**src/rtl/inst_fetcher.sv**
```systemverilog
// Instruction fetcher: issues 64-bit aligned reads and buffers {pc, inst} pairs for the core.
// Latency: a response shows on if_valid the cycle after mem_rvalid; requests are at least 2 cycles apart.
// Backpressure: one read outstanding at most; no request while the buffer is full; redirect flushes everything.
module inst_fetcher #(
    parameter logic [63:0] RESET_PC   = 64'h0,
    parameter int          FIFO_DEPTH = 4      // power of two, >= 2
) (
    input  logic        clk,
    input  logic        rst,
    output logic        mem_valid,
    input  logic        mem_ready,
    output logic [15:0] mem_addr,
    input  logic        mem_rvalid,
    input  logic [63:0] mem_rdata,
    output logic        if_valid,
    input  logic        if_ready,
    output logic [63:0] if_pc,
    output logic [31:0] if_inst,
    input  logic        redirect_valid,
    input  logic [63:0] redirect_pc
);
    localparam int XLEN           = 64;
    localparam int ILEN           = 32;
    localparam int MEM_ADDR_WIDTH = 16;
    localparam int PW             = $clog2(FIFO_DEPTH);
    localparam int CW             = $clog2(FIFO_DEPTH + 1);
    localparam logic [CW-1:0] FULL_CNT = CW'(FIFO_DEPTH);

    typedef enum logic [1:0] {
        S_REQ  = 2'd0,   // may issue a request
        S_WAIT = 2'd1,   // request outstanding, response wanted
        S_DROP = 2'd2    // request outstanding, response to be discarded
    } state_t;

    typedef struct packed {
        logic [XLEN-1:0] pc;
        logic [ILEN-1:0] inst;
    } fetch_entry_t;

    state_t          state;
    state_t          state_nxt;
    logic [XLEN-1:0] fetch_pc;
    logic [XLEN-1:0] req_pc;

    fetch_entry_t    buf_mem [FIFO_DEPTH];
    logic [PW-1:0]   wr_ptr;
    logic [PW-1:0]   rd_ptr;
    logic [CW-1:0]   count;
    logic            buf_full;
    logic            buf_empty;

    logic            req_fire;
    logic            rsp_take;
    logic            if_pop;
    fetch_entry_t    rsp_entry;
    fetch_entry_t    head_entry;

    assign buf_full  = (count == FULL_CNT);
    assign buf_empty = (count == '0);

    // The 64-bit word holds two instructions; req_pc[2] picks the half.
    assign rsp_entry.pc   = req_pc;
    assign rsp_entry.inst = req_pc[2] ? mem_rdata[63:32] : mem_rdata[31:0];

    assign head_entry = buf_mem[rd_ptr];
    assign if_pc      = head_entry.pc;
    assign if_inst    = head_entry.inst;

    // Next state, memory request and core-side valid; outputs held at zero while in reset
    always_comb begin
        state_nxt = state;
        mem_valid = 1'b0;
        mem_addr  = '0;
        if_valid  = 1'b0;
        if (!rst) begin
            mem_valid = (state == S_REQ) && !buf_full;
            mem_addr  = {fetch_pc[MEM_ADDR_WIDTH-1:3], 3'b000};
            if_valid  = !buf_empty && !redirect_valid;
        end
        req_fire = mem_valid && mem_ready;
        rsp_take = (state == S_WAIT) && mem_rvalid && !redirect_valid;
        if_pop   = if_valid && if_ready;

        unique case (state)
            S_REQ: begin
                // A request committed in a redirect cycle is already stale.
                if (req_fire) state_nxt = redirect_valid ? S_DROP : S_WAIT;
            end
            S_WAIT: begin
                if (mem_rvalid)          state_nxt = S_REQ;
                else if (redirect_valid) state_nxt = S_DROP;
            end
            S_DROP: begin
                if (mem_rvalid) state_nxt = S_REQ;
            end
            default: state_nxt = S_REQ;
        endcase
    end

    // State register
    always_ff @(posedge clk or posedge rst) begin
        if (rst) state <= S_REQ;
        else     state <= state_nxt;
    end

    // Fetch PC and the PC of the request in flight
    always_ff @(posedge clk or posedge rst) begin
        if (rst) begin
            fetch_pc <= RESET_PC;
            req_pc   <= '0;
        end else if (redirect_valid) begin
            fetch_pc <= redirect_pc & ~64'h3;
        end else if (req_fire) begin
            fetch_pc <= fetch_pc + 64'd4;
            req_pc   <= fetch_pc;
        end
    end

    // Buffer storage; cleared on reset so the head reads zero
    always_ff @(posedge clk or posedge rst) begin
        if (rst) begin
            for (int i = 0; i < FIFO_DEPTH; i++) buf_mem[i] <= '0;
        end else if (rsp_take) begin
            buf_mem[wr_ptr] <= rsp_entry;
        end
    end

    // Buffer pointers and occupancy; a redirect empties the buffer and wins over push/pop
    always_ff @(posedge clk or posedge rst) begin
        if (rst) begin
            wr_ptr <= '0;
            rd_ptr <= '0;
            count  <= '0;
        end else if (redirect_valid) begin
            wr_ptr <= '0;
            rd_ptr <= '0;
            count  <= '0;
        end else begin
            if (rsp_take) wr_ptr <= wr_ptr + 1'b1;
            if (if_pop)   rd_ptr <= rd_ptr + 1'b1;
            if (rsp_take && !if_pop)      count <= count + 1'b1;
            else if (!rsp_take && if_pop) count <= count - 1'b1;
        end
    end

endmodule

```
**config.mk**
```make
export PLATFORM = sky130hd
export DESIGN_NAME = inst_fetcher
export DESIGN_NICKNAME = d
export VERILOG_FILES = /design/src/rtl/inst_fetcher.sv
export SDC_FILE = /design/constraint.sdc
export NUM_CORES = 1
export LEC_CHECK = 0
export CORE_MARGIN = 4
export CORE_UTILIZATION = 56
export DETAILED_ROUTE_END_ITERATION = 10
export MAX_ROUTING_LAYER = met4
export PLACE_DENSITY = 0.79
export SLEW_MARGIN = 0
export SYNTH_ARGS = -nofsm -noshare
export SYNTH_HDL_FRONTEND = slang
export SYNTH_SLANG_ARGS = --single-unit
```
**constraint.sdc**
```tcl
create_clock -name clk -period 30.4 [get_ports clk]
set_input_delay 4.56 -clock clk [delete_from_list [all_inputs] [get_ports clk]]
set_output_delay 4.56 -clock clk [all_outputs]
set_load 0.01 [all_outputs]
```
==> key figures <==
Route
  • First drt pass iteration count: 5
  • DRT Wirelength: 53900 um
  • M1 WL: 23000 um
  • Met2 wire length: 26300 um
  • Top Layer Used: met4
  • DRC Markers: 0
  • Via density: 6.00
  • DRT antenna net count: 0
  • Met3 WL: 3010 um
  • WL per Instance: 21.6 um
  • Initial DRC count: 1133
  • DR vias: 14989

Critical path
  • CP max stage delay: 0.69 ns
  • Worst Setup Start Kind: primary input
  • CP arrival: 6.19 ns
  • Crit-path cells: clkdlybuf4s50_1 > buf_4 > nor4b_1 > clkdlybuf4s50_1
  • Worst endpoint required time: 25.84 ns
  • Slowest cell on the critical path: clkdlybuf4s50_1
  • CP Class: in -> out
  • Critical Path End Type: output pin
  • CP Max Fanout: 18
  • Most frequent CP cell: clkdlybuf4s50_1

Floorplan
  • Die Ht: 210 um
  • DIE WIDTH: 210 um
  • I/O pin total: 248
  • Core ar.: 40000 sq um
  • Row count: 73
  • Initial Util: 57.0%
  • Die ar.: 44000 sq um

Yosys
  • Cell taking the most area after synthesis: dfrtp_1
  • Post-Syn Area: 22800 sq um
  • Avg Cell Area, Syn: 13.1 sq um
  • Yosys warnings: 0
  • Cell with the most instances after synthesis: dfrtp_1
  • Synth Area in Compound Gates: 5.24%
  • Post-synth EDFFs: 0
  • Mux cell area share after synthesis: 26.2%
  • Post-synthesis sequential area ratio: 55.9%
  • Largest family of logic cells by synthesized area: multiplexers
  • Main flop type after synthesis: dfrtp_1
  • Top cells by count, synth: dfrtp_1 (509), mux2_2 (311), nand2_1 (190)
  • Area share of fa/ha/maj cells after synthesis: 0.362%
  • Post-Synth XOR/XNOR Area: 1.54%
  • Cell count after synthesis: 1733
  • Yosys reg bits: 509
  • Post-Synth Simple-Gate Area: 8.38%
  • Synth top area share: 55.9%
  • Unique masters post-synth: 55
  • Asr flop ratio synth: 100%
  • Area contributors post-synth: dfrtp_1 (56%), mux2_2 (15%), mux4_2 (9.3%)

Final layout
  • Layout cells sized above 1: 27.2%
  • P&R area growth vs syn: 20.0%
  • Final nets: 2071
  • Antenna cells: 0

Placed design
  • RePlAce Congestion: 0.866
  • PortBufs: 240
  • Post-DP HPWL: 34100 um
  • Worst slack at placement: 19.67 ns

Clocking
  • CTS max path bufs: 3
  • Clock sink count: 509
  • CTS H-tree depth: 2
  • Count of cells resized by post-cts repair: 0
  • Cts hold-fix bufs: 0
  • Post-CTS Setup Inserts: 0
  • Root Buffer: clkbuf_16
  • Num CTS Buffers: 52
  • Clock transition at the registers of the reported paths: 0.06 ns
  • Clock latency on the worst-skew pair: 0.59 ns
  • CTS tree: yes

STA
  • Period utilization: 35.4%
  • Final worst setup slack: 19.65 ns
  • Max frequency: 0.0930 GHz
  • Endpoints failing hold: 0
  • Setup TNS: 0 ns
  • Min cycle time layout: 10.75 ns
  • RSZ-0062 raised after global routing: no
  • Setup violators final: 0
  • Slew @ Worst Pin: 1.09 ns
  • Slew margin rel.: 27.4%
  • Max-slew violation count: 0
  • Worst clock skew: 0.0227 ns

Power and ir drop
  • Pwr Density: 70.7 nW/um^2
  • VDD IR max: 0.0000546 V
  • Leak: 0.0121 uW

Global route
  • Largest net degree at the start of global routing: 106
  • Initial antenna violation count: 0
  • First-pass GRT wire length: 87900 um
  • Vias in the first global route: 15786
  • Remaining Overflow, GRT: 0
  • GRT Util Overall: 25.6%

Worst hold path
  • Worst hold path type: reg -> reg

Run
  • Max cap viols: 0

Status
  • Status: completed
==> flip-flops by register name, summed over array words and instances (netlist names) <==
| name | flops |
|---|---|
| rd_ptr | 2 |
| req_pc | 62 |
| state | 2 |
| count | 3 |
| buf_mem | 376 |
| wr_ptr | 2 |
| fetch_pc | 62 |
==> worst max-delay path: cells and delay by family <==
family        cells  cell delay, ns
buf+inv           3            1.33
simple gates      1            0.29
==> stage by stage <==
| step | util [%] | cell area, sq um | power, uW | hold WS (ns) | std cells |
|---|---|---|---|---|---|
| floorplan | - | 22800 | 1080 | 0.445 | 1737 |
| CTS | 68.3 | 27300 | 1950 | 0.479 | 2499 |
| global route | 68.3 | 27300 | 2020 | 0.502 | 2499 |
| global placement | 63.9 | 25600 | 1280 | 0.456 | 2402 |
| detailed placement | 63.9 | 25600 | 1300 | 0.466 | 2402 |
| finish | 68.3 | 27300 | 1930 | 0.474 | 2499 |
==> layout make-up <==
class / instances / area, sq um
clock buffer: 84 / 1650
clock inverter: 13 / 129
fill: 2802 / 12700
inverter: 16 / 67.6
multi-input combinational: 1095 / 9560
sequential: 509 / 12700
tap: 525 / 657
timing repair buffer: 257 / 2530
==> power by group <==
| part | leakage (uW) | switching, uW | total, uW | internal [uW] |
|---|---|---|---|---|
| Sequential | 0.00673 | 92.2 | 871 | 778 |
| Clock | 0.000885 | 262 | 650 | 388 |
| Combinational | 0.00447 | 164 | 413 | 250 |
| Total | 0.0121 | 518 | 1930 | 1420 |
==> worst paths after layout <==
check | startpoint | to | slack, ns | cells past startpoint
max | rst | mem_valid | 19.65 | 4
max reg2reg | state[1]$_DFFE_PP0P_ | buf_mem[54]$_DFFE_PP0P_ | 27.06 | 5
max in group asynchronous | rst | buf_mem[2]$_DFFE_PP0P_ | 22.20 | 6
min | buf_mem[11]$_DFFE_PP0P_ | buf_mem[11]$_DFFE_PP0P_ | 0.47 | 2
min reg2reg | buf_mem[11]$_DFFE_PP0P_ | buf_mem[11]$_DFFE_PP0P_ | 0.47 | 2
min in group asynchronous | rst | buf_mem[59]$_DFFE_PP0P_ | 4.65 | 3
==> kinds of logic (layout without fill, tap and decap cells) <==
logic type | Yosys count | in the layout
flip-flops | 509 | 509
AO/OA/AOI/OAI | 221 | 221
XOR/XNOR | 40 | 40
AND/OR/NAND/NOR | 383 | 383
adder cells (fa/ha/maj) | 6 | 6
other | 1 | 5
buffers and inverters | 133 | 370
multiplexers | 440 | 440
==> layer usage <==
layer	vias up	GRT usage, %
li1	6717	-
met1	7699	35.7
met2	468	39.8
met3	105	3.66
met4	0	7.70
met5	-	-
==> layout by cell type, fill, tap and decap left out, types with 21 or more instances in the layout <==
cell	synthesis	layout
mux2_2	311	311
nand4_1	30	30
a31oi_1	24	24
o21ai_0	175	175
xnor2_1	22	22
nand2_1	190	186
nor2_1	40	39
clkbuf_8	0	21
mux2i_1	35	35
dfrtp_1	509	506
mux4_2	94	94
nand3_1	27	27
clkdlybuf4s50_1	0	239
clkbuf_16	0	53
Note: power is estimated with default switching activity, not from simulation.
==> RTL change (config.mk and constraints unchanged) <==
Change the parameter `FIFO_DEPTH` from 4 to 2.
--- a/src/rtl/inst_fetcher.sv
+++ b/src/rtl/inst_fetcher.sv
@@ -3,7 +3,7 @@
 // Backpressure: one read outstanding at most; no request while the buffer is full; redirect flushes everything.
 module inst_fetcher #(
     parameter logic [63:0] RESET_PC   = 64'h0,
-    parameter int          FIFO_DEPTH = 4      // power of two, >= 2
+    parameter int          FIFO_DEPTH = 2      // power of two, >= 2
 ) (
     input  logic        clk,
     input  logic        rst,
Function: not settled (the Yosys comparison gave no result); the edit may change what the design does.
==> RTL change against the original RTL <==
  * Hold slack better by 0.0021 ns
  * First-iteration DRC count shrank 28%
  * Highest routed layer unchanged
  * Cell count fell by 27%
  * Sequential cell count fell by 191
  * Largest power group unchanged
  * Synthesized cell count decreased by 28%
  * Total power is 26% lower
  * Design area decreased by 32%
  * Wire length down 33%
  * Setup slack worse by 0.54 ns
  * Register-to-register slack better by 0.21 ns
  * Area after synthesis down 35%
  * Critical path depth is 1 lower
  * Global-route usage decreased by 0.34 points
==> RTL change: results (changes against the original RTL) <==
metric;value;unit;change
wl_met3;2160;um;-28%
ys_types;47;;-15%
nNetsFinal;1598;;-23%
numCtsBuffers;37;;-29%
timing.rr.start;fetch_pc[4];;
drive_gt1_frac;0.249;;-0.0220
synth.area.mux_share;0.240;;-0.0222
reg_top3;buf_mem: 188 flops, fetch_pc: 62 flops, req_pc: 62 flops;;
holdPathEnd;buf_mem[19];;
fmax;88.6;MHz;-4.8%
drt-met1-wl;15400;um;-33%
vias;10800;;-28%
postPlaceCellArea;17400;sq um;-32%
syn_area_per_cell;11.8;sq um;-10%
yosys-top-cells-count;dfrtp_1, mux2_2, nand2_1;;
regToRegSetupSlack;27.27;ns;+0.21 ns
critPathArrivalTime;6.73;ns;+0.54 ns
drt_wl_total;35900;um;-33%
p_int;1.04;mW;-26%
synth_compound_area_frac;0.0594;;+0.00700
timing.rr.end;fetch_pc[56];;
p_seq_frac;0.416;;-0.034
clk_latency;0.51;ns;-0.08 ns
grt_pass1_wl;58000;um;-34%
synth-xor-area-share;0.0201;;+0.00476
seq_area_frac_synth;0.538;;-0.0210
globalRouteMet3Util;0.0358;;-0.000809
fillers;1827;;-35%
finClkSkew;0.0183;ns;-0.00432 ns
yosys-top-cells-area;dfrtp_1, mux2_2, mux2i_1;;
diodes;0;;unchanged
outcome;finished, final reports clean;;
grtUsageMet2;0.409;;+0.0114
place_congestion;0.882;;+1.8%
synth_adder_area_share;0.000846;;-0.00278
pre_cts_slack;19.14;ns;-0.537 ns
grt_usage;0.252;;-0.00342
worst_pin_slew;1.15;ns;+0.0582 ns
vdd_ir_drop_max;0.0000557;V;+1.9%
wl_met2;17500;um;-33%
grt_max_degree;101;;-4.7%
p_leak;8.03;nW;-34%
post_cts_resized;0;;unchanged
hold_ws;0.476;ns;+0.00206 ns
pg_clk;0.451;mW;-31%
dpl.hpwl;24000;um;-30%
use_met1;0.337;;-0.0201
hold_start;buf_mem[19];;
## RTL change: cell types whose count changed in the layout (fill, tap and decap cells not counted), moves of 10 or more
cell,before,now
mux2_2,311,282
inv_1,15,3
mux4_2,94,0
clkbuf_16,53,39
nand2_1,186,94
a21oi_1,1,35
dfrtp_1,506,316
nor2_1,39,73
or4_1,12,23
o21ai_0,175,69
xnor2_1,22,12
## RTL change: critical path, cell delays in order
cell             delay (ns)
clkdlybuf4s50_1        0.84
nor4_1                 0.68
clkdlybuf4s50_1        0.64
## RTL change: final cells by class
cell class | instances | area (sq um) | area share
inverters | 4 | 22.5 | 0.00121
flip-flops and latches | 318 | 7960 | 0.426
clock inverters | 11 | 115 | 0.00616
repair buffers | 252 | 2490 | 0.133
well taps | 335 | 419 | 0.0224
multi-input cells | 850 | 6510 | 0.349
clock buffers | 56 | 1160 | 0.0621
